[config.mk]
export PLATFORM = sky130hd
export DESIGN_NAME = bus_timer_slave_flat
export DESIGN_NICKNAME = d
export VERILOG_FILES = /design/src/rtl/bus_timer_slave_if.sv /design/src/rtl/bus_timer_slave.sv /design/src/flat_wrapper.sv
export SDC_FILE = /design/constraint.sdc
export NUM_CORES = 1
export LEC_CHECK = 0
export CAP_MARGIN = 40
export CORE_ASPECT_RATIO = 0.5
export CORE_MARGIN = 1.5
export CORE_UTILIZATION = 35
export CTS_BUF_LIST = sky130_fd_sc_hd__clkbuf_2
export CTS_CLUSTER_DIAMETER = 80
export DETAILED_ROUTE_END_ITERATION = 8
export PLACE_DENSITY = 0.56
export SLEW_MARGIN = 40
export SYNTH_ARGS = -nofsm -noshare
export SYNTH_HDL_FRONTEND = slang
export SYNTH_SLANG_ARGS = --single-unit
[constraint.sdc]
create_clock -name clk -period 6.42 [get_ports clk]
set_input_delay 1.284 -clock clk [delete_from_list [all_inputs] [get_ports clk]]
set_output_delay 1.284 -clock clk [all_outputs]
set_load 0.05 [all_outputs]
[src/rtl/bus_timer_slave_if.sv]
// Bus-side signal bundle for the interval timer slave.
interface bus_timer_slave_if;
  logic        cs_;
  logic        as_;
  logic        rw;
  logic [1:0]  addr;
  logic [31:0] wr_data;
  logic [31:0] rd_data;
  logic        rdy_;
  logic        irq;

  modport master (output cs_, as_, rw, addr, wr_data, input rd_data, rdy_, irq);
  modport slave  (input cs_, as_, rw, addr, wr_data, output rd_data, rdy_, irq);
endinterface

[src/rtl/bus_timer_slave.sv]
// 32-bit programmable interval timer bus slave: one-shot/periodic expiry,
// sticky interrupt flag, configurable bus wait states.
module bus_timer_slave #(
  parameter int unsigned RDY_WAIT = 0
) (
  input  logic             clk,
  input  logic             reset_,
  bus_timer_slave_if.slave bus
);

  localparam logic [3:0] WAIT_LOAD = 4'((RDY_WAIT > 0) ? RDY_WAIT - 1 : 0);
  localparam logic       NO_WAIT   = (RDY_WAIT == 0);

  typedef enum logic [1:0] {S_IDLE, S_WAIT, S_ACK} state_t;

  state_t      state_q, state_d;
  logic [3:0]  wcnt_q, wcnt_d;
  logic        rw_q, rw_d;
  logic [1:0]  addr_q, addr_d;
  logic [31:0] rd_data_q, rd_data_d;
  logic        rdy_q, rdy_d;

  logic        start_q, start_d;
  logic        periodic_q, periodic_d;
  logic        flag_q, flag_d;
  logic [31:0] expr_q, expr_d;
  logic [31:0] count_q, count_d;

  logic        req;
  logic        wr_en;
  logic        expire;
  logic [1:0]  rd_addr;
  logic [31:0] reg_val;

  assign req    = ~bus.cs_ & ~bus.as_;
  assign wr_en  = (state_q == S_IDLE) & req & ~bus.rw;
  assign expire = start_q & (count_q == expr_q);

  // With no wait states ACK is entered on the accepting edge, so the read
  // mux must look at the live address rather than the latched one.
  always_comb begin
    rd_addr = (state_q == S_IDLE) ? bus.addr : addr_q;
    case (rd_addr)
      2'd0:    reg_val = {30'd0, periodic_q, start_q};
      2'd1:    reg_val = {31'd0, flag_q};
      2'd2:    reg_val = expr_q;
      default: reg_val = count_q;
    endcase
  end

  always_comb begin
    state_d   = state_q;
    wcnt_d    = wcnt_q;
    rw_d      = rw_q;
    addr_d    = addr_q;
    rd_data_d = '0;
    rdy_d     = 1'b1;
    case (state_q)
      S_IDLE: begin
        if (req) begin
          rw_d   = bus.rw;
          addr_d = bus.addr;
          if (NO_WAIT) begin
            state_d = S_ACK;
            rdy_d   = 1'b0;
            if (bus.rw) rd_data_d = reg_val;
          end else begin
            state_d = S_WAIT;
            wcnt_d  = WAIT_LOAD;
          end
        end
      end
      S_WAIT: begin
        if (wcnt_q == 4'd0) begin
          state_d = S_ACK;
          rdy_d   = 1'b0;
          if (rw_q) rd_data_d = reg_val;
        end else begin
          wcnt_d = wcnt_q - 4'd1;
        end
      end
      S_ACK:   state_d = S_IDLE;
      default: state_d = S_IDLE;
    endcase
  end

  // Bus writes override the timer's own updates, except that an expiry
  // always sets FLAG so a coincident software clear cannot lose it.
  always_comb begin
    start_d    = start_q;
    periodic_d = periodic_q;
    flag_d     = flag_q;
    expr_d     = expr_q;
    count_d    = count_q;

    if (start_q) count_d = expire ? '0 : count_q + 32'd1;
    if (expire && !periodic_q) start_d = 1'b0;
    if (wr_en && bus.addr == 2'd1) flag_d = bus.wr_data[0];
    if (expire) flag_d = 1'b1;

    if (wr_en) begin
      case (bus.addr)
        2'd0: begin
          start_d    = bus.wr_data[0];
          periodic_d = bus.wr_data[1];
        end
        2'd2:    expr_d  = bus.wr_data;
        2'd3:    count_d = bus.wr_data;
        default: ;
      endcase
    end
  end

  always_ff @(posedge clk or negedge reset_) begin
    if (!reset_) begin
      state_q    <= S_IDLE;
      wcnt_q     <= '0;
      rw_q       <= 1'b0;
      addr_q     <= '0;
      rd_data_q  <= '0;
      rdy_q      <= 1'b1;
      start_q    <= 1'b0;
      periodic_q <= 1'b0;
      flag_q     <= 1'b0;
      expr_q     <= '0;
      count_q    <= '0;
    end else begin
      state_q    <= state_d;
      wcnt_q     <= wcnt_d;
      rw_q       <= rw_d;
      addr_q     <= addr_d;
      rd_data_q  <= rd_data_d;
      rdy_q      <= rdy_d;
      start_q    <= start_d;
      periodic_q <= periodic_d;
      flag_q     <= flag_d;
      expr_q     <= expr_d;
      count_q    <= count_d;
    end
  end

  assign bus.rd_data = rd_data_q;
  assign bus.rdy_    = rdy_q;
  assign bus.irq     = flag_q;

endmodule

[src/flat_wrapper.sv]
// flat-port wrapper written by rule: the top's interface ports become plain ports
module bus_timer_slave_flat 
#(
  parameter int unsigned RDY_WAIT = 0
)
  (clk, reset_, bus_cs_, bus_as_, bus_rw, bus_addr, bus_wr_data, bus_rd_data, bus_rdy_, bus_irq);
  bus_timer_slave_if bus_i ();
  input  logic clk;
  input  logic reset_;
  input wire logic [$bits(bus_i.cs_)-1:0] bus_cs_;
  input wire logic [$bits(bus_i.as_)-1:0] bus_as_;
  input wire logic [$bits(bus_i.rw)-1:0] bus_rw;
  input wire logic [$bits(bus_i.addr)-1:0] bus_addr;
  input wire logic [$bits(bus_i.wr_data)-1:0] bus_wr_data;
  output wire logic [$bits(bus_i.rd_data)-1:0] bus_rd_data;
  output wire logic [$bits(bus_i.rdy_)-1:0] bus_rdy_;
  output wire logic [$bits(bus_i.irq)-1:0] bus_irq;
  assign bus_i.cs_ = bus_cs_;
  assign bus_i.as_ = bus_as_;
  assign bus_i.rw = bus_rw;
  assign bus_i.addr = bus_addr;
  assign bus_i.wr_data = bus_wr_data;
  assign bus_rd_data = bus_i.rd_data;
  assign bus_rdy_ = bus_i.rdy_;
  assign bus_irq = bus_i.irq;
  bus_timer_slave #(.RDY_WAIT(RDY_WAIT)) u_core (.clk(clk), .reset_(reset_), .bus(bus_i));
endmodule
==> flow_summary.json, run 1 <==
{
  "cts.hold.buffers_added": 0,
  "fp.dieArea_sq_um": 15960,
  "die_height_um": 90.10,
  "timing.fmax_ghz": 0.3119,
  "hp-start": "u_core.addr_q[1]",
  "critPathMaxStageDelay_ns": 0.79,
  "drc": 0,
  "fp.coreArea_sq_um": 14620,
  "initial_core_util_pct": 36.31,
  "power.share.switching_pct": 38.12,
  "cp.required_ns": 5.14,
  "place.detailed.hpwl_um": 9500,
  "fin_ws_ns": 3.213,
  "synth_top_area_cell": "sky130_fd_sc_hd__dfrtp_1",
  "netSwitchingPower_uw": 700.9,
  "yosys_warnings": 0,
  "layout_worst_path_cycle_share_pct": 49.95,
  "grt_antenna_before_repair": 0,
  "worst_hold_path.num_cells": 2,
  "synth_top_area_share_pct": 48.07,
  "io_pins": 73,
  "rows": 31,
  "cts_setup_buffers": 0,
  "cts.clk_slew.worst_paths_ns": 0.25,
  "finalCoreUtilization_pct": 43.11,
  "gr-usage-all-layers_pct": 18.14,
  "worst_path_buffer_plus_inverter_count": 1,
  "ctsRootBufferMaster": "sky130_fd_sc_hd__clkbuf_2",
  "post_route_cells_drive_above_1_share_pct": 15.60,
  "worst_ep_arrival_time_ns": 1.92,
  "max_capacitance_violation_total": 0,
  "post-route-min-period_ns": 3.207,
  "run_status": "finished clean",
  "post_synth_inst_count": 517,
  "area_delta_synth_final_pct": 18.71,
  "routed_antenna_nets": 0,
  "maximum_number_of_pins_on_one_net_before_global_route_repair": 58,
  "maxSlewViolCount": 0,
  "slew-limit-headroom_pct": 47.30,
  "pwr-share-seq_pct": 52.9,
  "drt_pass1_iterations": 5,
  "reg2regPathDepth": 6,
  "first_global_vias": 4040,
  "cts_num_sinks": 103,
  "port_buffers": 72,
  "detail_route.vias_per_cell": 5.195,
  "worst_skew_pair.late_latency_ns": 0.56,
  "syn-cell-area_sq_um": 5310,
  "share_clk_of_total_power_pct": 16.3,
  "async_reset_ff_share_pct": 100.0,
  "critical_path_cell_count": 1,
  "clk_path_buf_depth": 2,
  "max_slew.worst_pin.slew_ns": 0.7862,
  "place.gp.congestion": 0.8576,
  "post_cts_resize_count": 0,
  "synth-edff-count": 0,
  "post_drt_wl_per_cell_um": 17.53,
  "fin_hold_ws_ns": 0.5293,
  "leakagePower_nw": 2.568,
  "total_cts_buffers": 9,
  "finalClockSkew_ns": 0.02467,
  "syn_area_per_cell_sq_um": 10.27,
  "hold_violations": 0,
  "synth.area.top_cells": "sky130_fd_sc_hd__dfrtp_1 (48%), sky130_fd_sc_hd__nand2_1 (7.8%), sky130_fd_sc_hd__mux2_2 (7.0%)",
  "final_net_count": 612,
  "p_per_area_nw_per_um2": 291.7,
  "vdd_drop_max_mv": 0.09185,
  "h-tree-depth": 3,
  "first_pass_grt_wire_length_um": 22350,
  "timing.critical_path.cells": "clkdlybuf4s50_1",
  "grt_overflow": 0,
  "startpoint_type": "flop",
  "fin_tns_setup_ns": 0,
  "number_of_synthesized_register_bits": 103,
  "family_of_cells_with_the_greatest_summed_delay_on_the_critical_path": "buffers and inverters",
  "unrepaired_setup_endpoints_after_global_routing": "no",
  "timing.hold.worst.class": "flop to flop",
  "routed_wl_um": 13610,
  "detailedPlace.worstSlack_ns": 2.833,
  "critPathKind": "flop to output pin",
  "floorplan.die.width_um": 177.2,
  "setup.worst_path.start": "u_core.bus.rdy_",
  "intPower_mw": 1.138,
  "mappedNetlistNets": 557,
  "r2r-start": "u_core.expr_q[9]",
  "yosys.cell_types.count": 46,
  "yosys_most_used_dff": "sky130_fd_sc_hd__dfrtp_1",
  "num_vias": 4031,
  "drt_first_iter_violations": 245,
  "kind_of_end_point_of_the_critical_path": "output pin",
  "timing.final.setup_violations": 0,
  "critical_path_fanout_max": 1,
  "crit_path_top_delay_cell": "sky130_fd_sc_hd__clkdlybuf4s50_1",
  "tritoncts_clock_tree": "yes",
  "seq_area_frac_synth_pct": 48.56,
  "comb_power_share_pct": 30.7
}
## synthesized netlist by cell type, drive strengths merged (8+ instances only)
| cell type | number |
|---|---|
| dfrtp | 102 |
| a21oi | 34 |
| xnor2 | 18 |
| inv | 8 |
| xor2 | 39 |
| nand3 | 12 |
| buf | 10 |
| nor3 | 10 |
| clkbuf | 23 |
| and3 | 8 |
| o31ai | 31 |
| nor2b | 9 |
| nand4 | 19 |
| mux2 | 34 |
| nand2 | 111 |
| nor4 | 11 |
## power groups by stage
| stage | clock [mW] | sequential (mW) | combinational [mW] |
|---|---|---|---|
| 2_1_floorplan | 0 | 0.916 | 0.430 |
| 3_3_place_gp | 0 | 0.979 | 0.552 |
| 3_5_place_dp | 0 | 0.985 | 0.561 |
| 4_1_cts | 0.318 | 0.971 | 0.565 |
| 5_1_grt | 0.343 | 1.00 | 0.625 |
| 6_report | 0.300 | 0.973 | 0.565 |
## area by class of cell
| type | instances | area, sq um |
|---|---|---|
| Multi-Input combinational cell | 373 | 2580 |
| Sequential cell | 103 | 2579 |
| Clock inverter | 2 | 35.03 |
| Antenna cell | 1 | 2.502 |
| Clock buffer | 14 | 70.07 |
| Tap cell | 198 | 247.7 |
| Inverter | 8 | 30.03 |
| Fill cell | 1430 | 8319 |
| Timing Repair Buffer | 77 | 759.5 |
## path summary, 6_finish.rpt
| kind | endpoint | slack [ns] |
|---|---|---|
| worst max-delay path | bus_rdy_ | 3.21 |
| worst min-delay path | u_core.addr_q[1] | 0.53 |
| worst max register to register | u_core.count_q[21] | 3.94 |
| worst min register to register | u_core.addr_q[1] | 0.53 |
| max in group asynchronous | u_core.count_q[4] | 4.77 |
| min in group asynchronous | u_core.addr_q[1] | 0.64 |
## metal layers
layer | vias to the layer above | global-route usage (%) | wire (um)
met1 | 2008 | 27.79 | 6991
met2 | 104 | 26.07 | 5797
met3 | 5 | 3.723 | 734
met5 | - | 0 | 0
met4 | 0 | 3.602 | 83
li1 | 1914 | - | -
## cells in the final DEF, fill, tap and decap left out, types with 2 or more instances in the layout
master                            synthesis  layout
sky130_fd_sc_hd__and3_1                   8       8
sky130_fd_sc_hd__nand4b_1                 2       2
sky130_fd_sc_hd__nor3_1                   8       7
sky130_fd_sc_hd__xor2_1                  39      39
sky130_fd_sc_hd__nor2_1                   7       7
sky130_fd_sc_hd__nor3_2                   1       2
sky130_fd_sc_hd__nor4_2                   0       2
sky130_fd_sc_hd__a21oi_1                 34      34
sky130_fd_sc_hd__o31ai_1                 11      11
sky130_fd_sc_hd__mux2i_1                  3       2
sky130_fd_sc_hd__nand2_1                111     111
sky130_fd_sc_hd__or4b_4                   1       2
sky130_fd_sc_hd__or2_2                    2       2
sky130_fd_sc_hd__mux2_2                  33      33
sky130_fd_sc_hd__a2111oi_0                3       3
sky130_fd_sc_hd__nor2b_1                  8       8
sky130_fd_sc_hd__clkdlybuf4s50_1          0      71
sky130_fd_sc_hd__inv_1                    8       8
sky130_fd_sc_hd__clkbuf_2                 0      14
sky130_fd_sc_hd__xnor2_1                 18      18
sky130_fd_sc_hd__dfrtp_1                102     102
sky130_fd_sc_hd__and4_1                   3       3
sky130_fd_sc_hd__nor4_1                  10       8
sky130_fd_sc_hd__o31ai_2                 20      20
sky130_fd_sc_hd__buf_4                    0       5
sky130_fd_sc_hd__nand4_1                 19      19
sky130_fd_sc_hd__nand3_1                 12      12
sky130_fd_sc_hd__nor3b_1                  2       2
sky130_fd_sc_hd__or4_1                    2       2
## state kept, by name, summed over array words and instances (netlist names)
| register | flops |
|---|---|
| u_core.start_q | 1 |
| u_core.bus.irq | 1 |
| u_core.count_q | 32 |
| u_core.state_q | 1 |
| u_core.bus.rdy_ | 1 |
| u_core.addr_q | 2 |
| u_core.bus.rd_data | 32 |
| u_core.periodic_q | 1 |
| u_core.expr_q | 32 |
## through the flow
stage	instance area (sq um)	power [mW]	instances
6_report	6304	1.839	776
5_1_grt	6301	1.969	775
4_1_cts	6297	1.854	775
3_5_place_dp	6192	1.546	759
3_3_place_gp	6160	1.531	759
2_1_floorplan	5310	1.346	517
## tightest hold or removal path: cells and delay by family (launching register included)
| family | cells | cell delay [ns] |
|---|---|---|
| and+or+nand+nor | 2 | 0.11 |
| DFF | 1 | 0.41 |
## kinds of logic (layout without fill, tap and decap cells)
logic type	count (synthesis)	after routing	share of synthesized area, %
buf+inv	41	101	3.558
simple gates	204	204	19.37
flops	103	103	48.56
xor+xnor	57	57	9.402
fa+ha+maj	1	1	0.2356
mux	38	38	8.200
other cells	0	1	0
compound gates	73	73	10.67
Note: power is estimated with default switching activity, not from simulation.
==> inputs of run 2 (changes only) <==
clock period = 3.15 ns   (was 6.42 ns; I/O delays follow)
==> flow_summary.json, run 2 (synthesis gave the netlist of run 1 again) <==
{
  "run_status": "finished clean",
  "n_antenna_cell": 0,
  "slew-limit-headroom_pct": 51.34,
  "port_buffers": 72,
  "critical_path_fanout_max": 1,
  "clk_path_buf_depth": 2,
  "final_net_count": 622,
  "cts.clk_slew.worst_paths_ns": 0.29,
  "worst_path_buffer_plus_inverter_count": 1,
  "critPathKind": "flop to output pin",
  "cts_num_sinks": 103,
  "comb_power_share_pct": 30.3,
  "timing.final.setup_violations": 0,
  "startpoint_type": "flop",
  "vdd_drop_max_mv": 0.1847,
  "post_route_cells_drive_above_1_share_pct": 16.35,
  "grt_overflow": 0,
  "drt_first_iter_violations": 415,
  "first_pass_grt_wire_length_um": 22670,
  "timing.critical_path.cells": "clkdlybuf4s50_1",
  "post-route-min-period_ns": 2.596,
  "fin_ws_ns": 0.5541,
  "detail_route.vias_per_cell": 5.209,
  "maximum_number_of_pins_on_one_net_before_global_route_repair": 50,
  "gr-usage-all-layers_pct": 18.46,
  "intPower_mw": 2.392,
  "r2r-start": "u_core.expr_q[9]",
  "num_vias": 4089,
  "io_pins": 73,
  "cp.required_ns": 2.52,
  "die_height_um": 90.10,
  "leakagePower_nw": 2.626,
  "floorplan.die.width_um": 177.2,
  "cts.hold.buffers_added": 1,
  "place.detailed.hpwl_um": 9697,
  "setup.worst_path.start": "u_core.bus.rdy_",
  "h-tree-depth": 3,
  "fp.coreArea_sq_um": 14620,
  "final_common_cell": "sky130_fd_sc_hd__nand2_1",
  "drc": 0,
  "hold_violations": 0,
  "max_capacitance_violation_total": 0,
  "fin_tns_setup_ns": 0,
  "worst_ep_arrival_time_ns": 1.97,
  "reg2regPathDepth": 6,
  "routed_antenna_nets": 0,
  "detailedPlace.worstSlack_ns": 0.1889,
  "family_of_cells_with_the_greatest_summed_delay_on_the_critical_path": "buffers and inverters",
  "pwr-share-seq_pct": 51.0,
  "timing.hold.worst.class": "input pin to async pin",
  "unrepaired_setup_endpoints_after_global_routing": "no",
  "max_slew.worst_pin.slew_ns": 0.7260,
  "post_cts_resize_count": 0,
  "finalClockSkew_ns": 0.03413,
  "initial_core_util_pct": 36.31,
  "power.share.switching_pct": 38.14,
  "place.gp.congestion": 0.8534,
  "kind_of_end_point_of_the_critical_path": "output pin",
  "layout.cells.most_common_list": "sky130_fd_sc_hd__nand2_1 (111), sky130_fd_sc_hd__dfrtp_1 (102), sky130_fd_sc_hd__clkdlybuf4s50_1 (71)",
  "total_cts_buffers": 9,
  "layout.filler_cells": 1427,
  "routed_wl_um": 13550,
  "worst_skew_pair.late_latency_ns": 0.60,
  "post_drt_wl_per_cell_um": 17.26,
  "area_delta_synth_final_pct": 20.83,
  "share_clk_of_total_power_pct": 18.7,
  "netSwitchingPower_mw": 1.475,
  "layout_worst_path_cycle_share_pct": 82.41,
  "p_per_area_nw_per_um2": 602.6,
  "tritoncts_clock_tree": "yes",
  "critical_path_cell_count": 1,
  "cts_setup_buffers": 0,
  "crit_path_top_delay_cell": "sky130_fd_sc_hd__clkdlybuf4s50_1",
  "grt_antenna_before_repair": 0,
  "fp.dieArea_sq_um": 15960,
  "ctsRootBufferMaster": "sky130_fd_sc_hd__clkbuf_2",
  "rows": 31,
  "drt_pass1_iterations": 6,
  "critPathMaxStageDelay_ns": 0.79,
  "timing.fmax_ghz": 0.3852,
  "first_global_vias": 4055,
  "maxSlewViolCount": 0
}
==> run 2: cell types whose count changed in the layout (fill, tap and decap cells not counted), moves of 2 or more <==
cell / previous run / this run
sky130_fd_sc_hd__clkbuf_2: 14 / 9
sky130_fd_sc_hd__nor4_1: 8 / 10
sky130_fd_sc_hd__nor4_2: 2 / 0
sky130_fd_sc_hd__clkinvlp_4: 0 / 3
sky130_fd_sc_hd__buf_12: 0 / 3
sky130_fd_sc_hd__buf_4: 5 / 12
==> run 2: cell type report <==
cell class              count  area [sq um]  area share (%)
well taps                 198         247.7           3.861
flip-flops and latches    103          2579           40.19
repair buffers             87         870.8           13.57
clock buffers               9         45.04          0.7020
multi-input cells         373          2547           39.70
inverters                   8         30.03          0.4680
clock inverters             7         96.34           1.502
==> run 2: power by group through the flow <==
stage / Combinational (mW) / Clock (mW) / Sequential, mW
6_report: 1.17 / 0.723 / 1.97
2_1_floorplan: 0.876 / 0 / 1.87
5_1_grt: 1.30 / 0.797 / 2.03
4_1_cts: 1.17 / 0.755 / 1.97
3_3_place_gp: 1.15 / 0 / 1.99
3_5_place_dp: 1.17 / 0 / 1.99
==> run 2: worst paths after layout <==
kind | endpoint | slack (ns)
max in group asynchronous | u_core.count_q[17] | 1.99
worst min-delay path | u_core.start_q | 0.48
worst min register to register | u_core.addr_q[1] | 0.54
worst max-delay path | bus_rdy_ | 0.55
worst max register to register | u_core.count_q[16] | 0.63
min in group clk | u_core.addr_q[1] | 0.54
==> run 2: metrics by stage <==
stage	instances	util, %	hold slack (ns)	total power [mW]	area [sq um]
finish	785	43.88	0.4808	3.866	6416
global route	785	43.88	0.4762	4.132	6416
CTS	785	43.88	0.4377	3.894	6416
detailed placement	768	42.84	0.4887	3.158	6265
global placement	768	42.84	0.4851	3.136	6265
floorplan	517	-	0.3344	2.744	5310
==> run 2: layer usage <==
metal	track usage [%]	wire length, um	part of all wire (%)	up-vias
met4	3.672	81	0.60	0
met5	0	0	0	-
met1	28.71	6891	51	2049
met2	25.62	5858	43	86
li1	-	-	-	1947
met3	4.357	719	5.3	7
==> inputs of run 3 (changes only) <==
PLACE_DENSITY = 0.58   (was 0.56)
clock period = 2.2 ns   (was 3.15 ns; I/O delays follow)
==> flow_summary.json, run 3 (synthesis gave the netlist of run 1 again) <==
{
  "maximum_number_of_pins_on_one_net_before_global_route_repair": 42,
  "leakagePower_nw": 3.028,
  "gr-usage-met2_pct": 26.92,
  "tritoncts_clock_tree": "yes",
  "critPathKind": "flop to flop",
  "post_drt_wl_per_cell_um": 17.19,
  "detail_route.vias_per_cell": 5.150,
  "post-layout-total-power_mw": 5.575,
  "kind_of_end_point_of_the_critical_path": "flop",
  "max_slew.worst_pin.slew_ns": 0.5007,
  "n_antenna_cell": 0,
  "num_vias": 4264,
  "timing.final.setup_violations": 31,
  "layout_worst_path_cycle_share_pct": 103.8,
  "ctsRootBufferMaster": "sky130_fd_sc_hd__clkbuf_2",
  "detailed_place.area_sq_um": 6593,
  "routed_wl_um": 14230,
  "fp.dieArea_sq_um": 15960,
  "fin_ws_ns": -0.08261,
  "routed_antenna_nets": 0,
  "p_per_area_nw_per_um2": 819.9,
  "first_pass_grt_wire_length_um": 23040,
  "max_capacitance_violation_total": 0,
  "layoutNonFillerInstCount": 828,
  "grt_overflow": 0,
  "unrepaired_setup_endpoints_after_global_routing": "yes",
  "timing.hold.worst.class": "input pin to async pin",
  "first_global_vias": 4186,
  "cp.required_ns": 2.72,
  "io_pins": 73,
  "fin_tns_setup_ns": -1.721,
  "final_net_count": 665,
  "die_height_um": 90.10,
  "gr-usage-all-layers_pct": 18.88,
  "drc": 0,
  "drt_pass1_iterations": 5,
  "grt_antenna_before_repair": 0,
  "fp.coreArea_sq_um": 14620,
  "finalClockSkew_ns": 0.02674,
  "startpoint_type": "flop",
  "met3_usage_pct": 4.738,
  "post_route_cells_drive_above_1_share_pct": 22.86,
  "place.gp.congestion": 0.8822,
  "groute.layer.met1.usage_pct": 28.45,
  "timing.fmax_ghz": 0.4381,
  "area_delta_synth_final_pct": 28.04,
  "failed_checks": "negative setup slack",
  "hold_violations": 0,
  "placed_cells_incl_taps": 806,
  "h-tree-depth": 3,
  "floorplan.die.width_um": 177.2,
  "drt_first_iter_violations": 243,
  "rows": 31,
  "critical_path_fanout_max": 5,
  "place.detailed.hpwl_um": 10240,
  "initial_core_util_pct": 36.31,
  "worst_ep_arrival_time_ns": 2.80,
  "cts_num_sinks": 103,
  "slew-limit-headroom_pct": 66.75,
  "clk_path_buf_depth": 2,
  "final_common_cell": "sky130_fd_sc_hd__nand2_1",
  "cts.clk_slew.worst_paths_ns": 0.26,
  "design_area_sq_um": 6799,
  "worst_skew_pair.late_latency_ns": 0.60,
  "run_status": "finished, violations left",
  "vdd_drop_max_mv": 0.2892,
  "maxSlewViolCount": 0,
  "grt-busiest-layer": "met1",
  "port_buffers": 72,
  "layout.cells.most_common_list": "sky130_fd_sc_hd__nand2_1 (111), sky130_fd_sc_hd__dfrtp_1 (102), sky130_fd_sc_hd__buf_4 (46)",
  "post-route-min-period_ns": 2.283,
  "total_cts_buffers": 9,
  "r2r_setup_slk_ns": -0.08
}
## run 3: path summary, 6_finish.rpt
| check | from | endpoint | cells past startpoint |
|---|---|---|---|
| setup / recovery | u_core.expr_q[9] | u_core.count_q[25] | 7 |
| hold / removal | reset_ | u_core.addr_q[1] | 2 |
| setup reg to reg | u_core.expr_q[9] | u_core.count_q[25] | 7 |
| hold reg to reg | u_core.addr_q[1] | u_core.addr_q[1] | 2 |
| max in group asynchronous | reset_ | u_core.count_q[24] | 3 |
| min in group clk | bus_wr_data[28] | u_core.count_q[28] | 3 |
## run 3: final cells by class
cell class	instances	area, sq um
Fill cell	1454	7824
Inverter	8	30.03
Tap cell	198	247.7
Clock inverter	5	25.02
Clock buffer	11	55.05
Multi-Input combinational cell	373	2640
Timing Repair Buffer	130	1222
Sequential cell	103	2579
## run 3: metal layers
metal | part of all wire (%) | up-vias
met1 | 51 | 2132
met3 | 5.2 | 10
met4 | 0.97 | 0
met5 | 0 | -
li1 | - | 2027
met2 | 43 | 95
## run 3: metrics by stage
step	setup slack, ns	hold slack, ns	util, %
after global routing	-0.1258	0.2413	46.50
after floorplan	-0.04853	0.1444	-
after global placement	-0.2683	0.4261	45.08
after detailed placement	-0.2868	0.4314	45.08
after CTS	-0.1306	0.2686	45.86
final	-0.08261	0.2923	46.50
## run 3: power breakdown
part           total, mW  internal [mW]  switching, mW
Sequential          2.74           2.27          0.469
Clock              0.765          0.147          0.618
Combinational       2.07           1.02           1.05
## run 3: timing repair
action	CTS	global route
gates resized for setup	45	16
setup endpoints to repair	65	33
hold endpoints to repair	28	0
cloned	2	0
buffers inserted	2	1
pin swaps	6	11
hold buffers	1	0
## run 3: worst max-delay path: stages, from the launching register on
cell                      delay, ns
sky130_fd_sc_hd__dfrtp_1       0.44
sky130_fd_sc_hd__nor2b_4       0.13
sky130_fd_sc_hd__or4_1         0.52
sky130_fd_sc_hd__or4b_4        0.51
sky130_fd_sc_hd__nor4_4        0.18
sky130_fd_sc_hd__buf_6         0.17
sky130_fd_sc_hd__buf_4         0.16
sky130_fd_sc_hd__o31ai_1       0.07
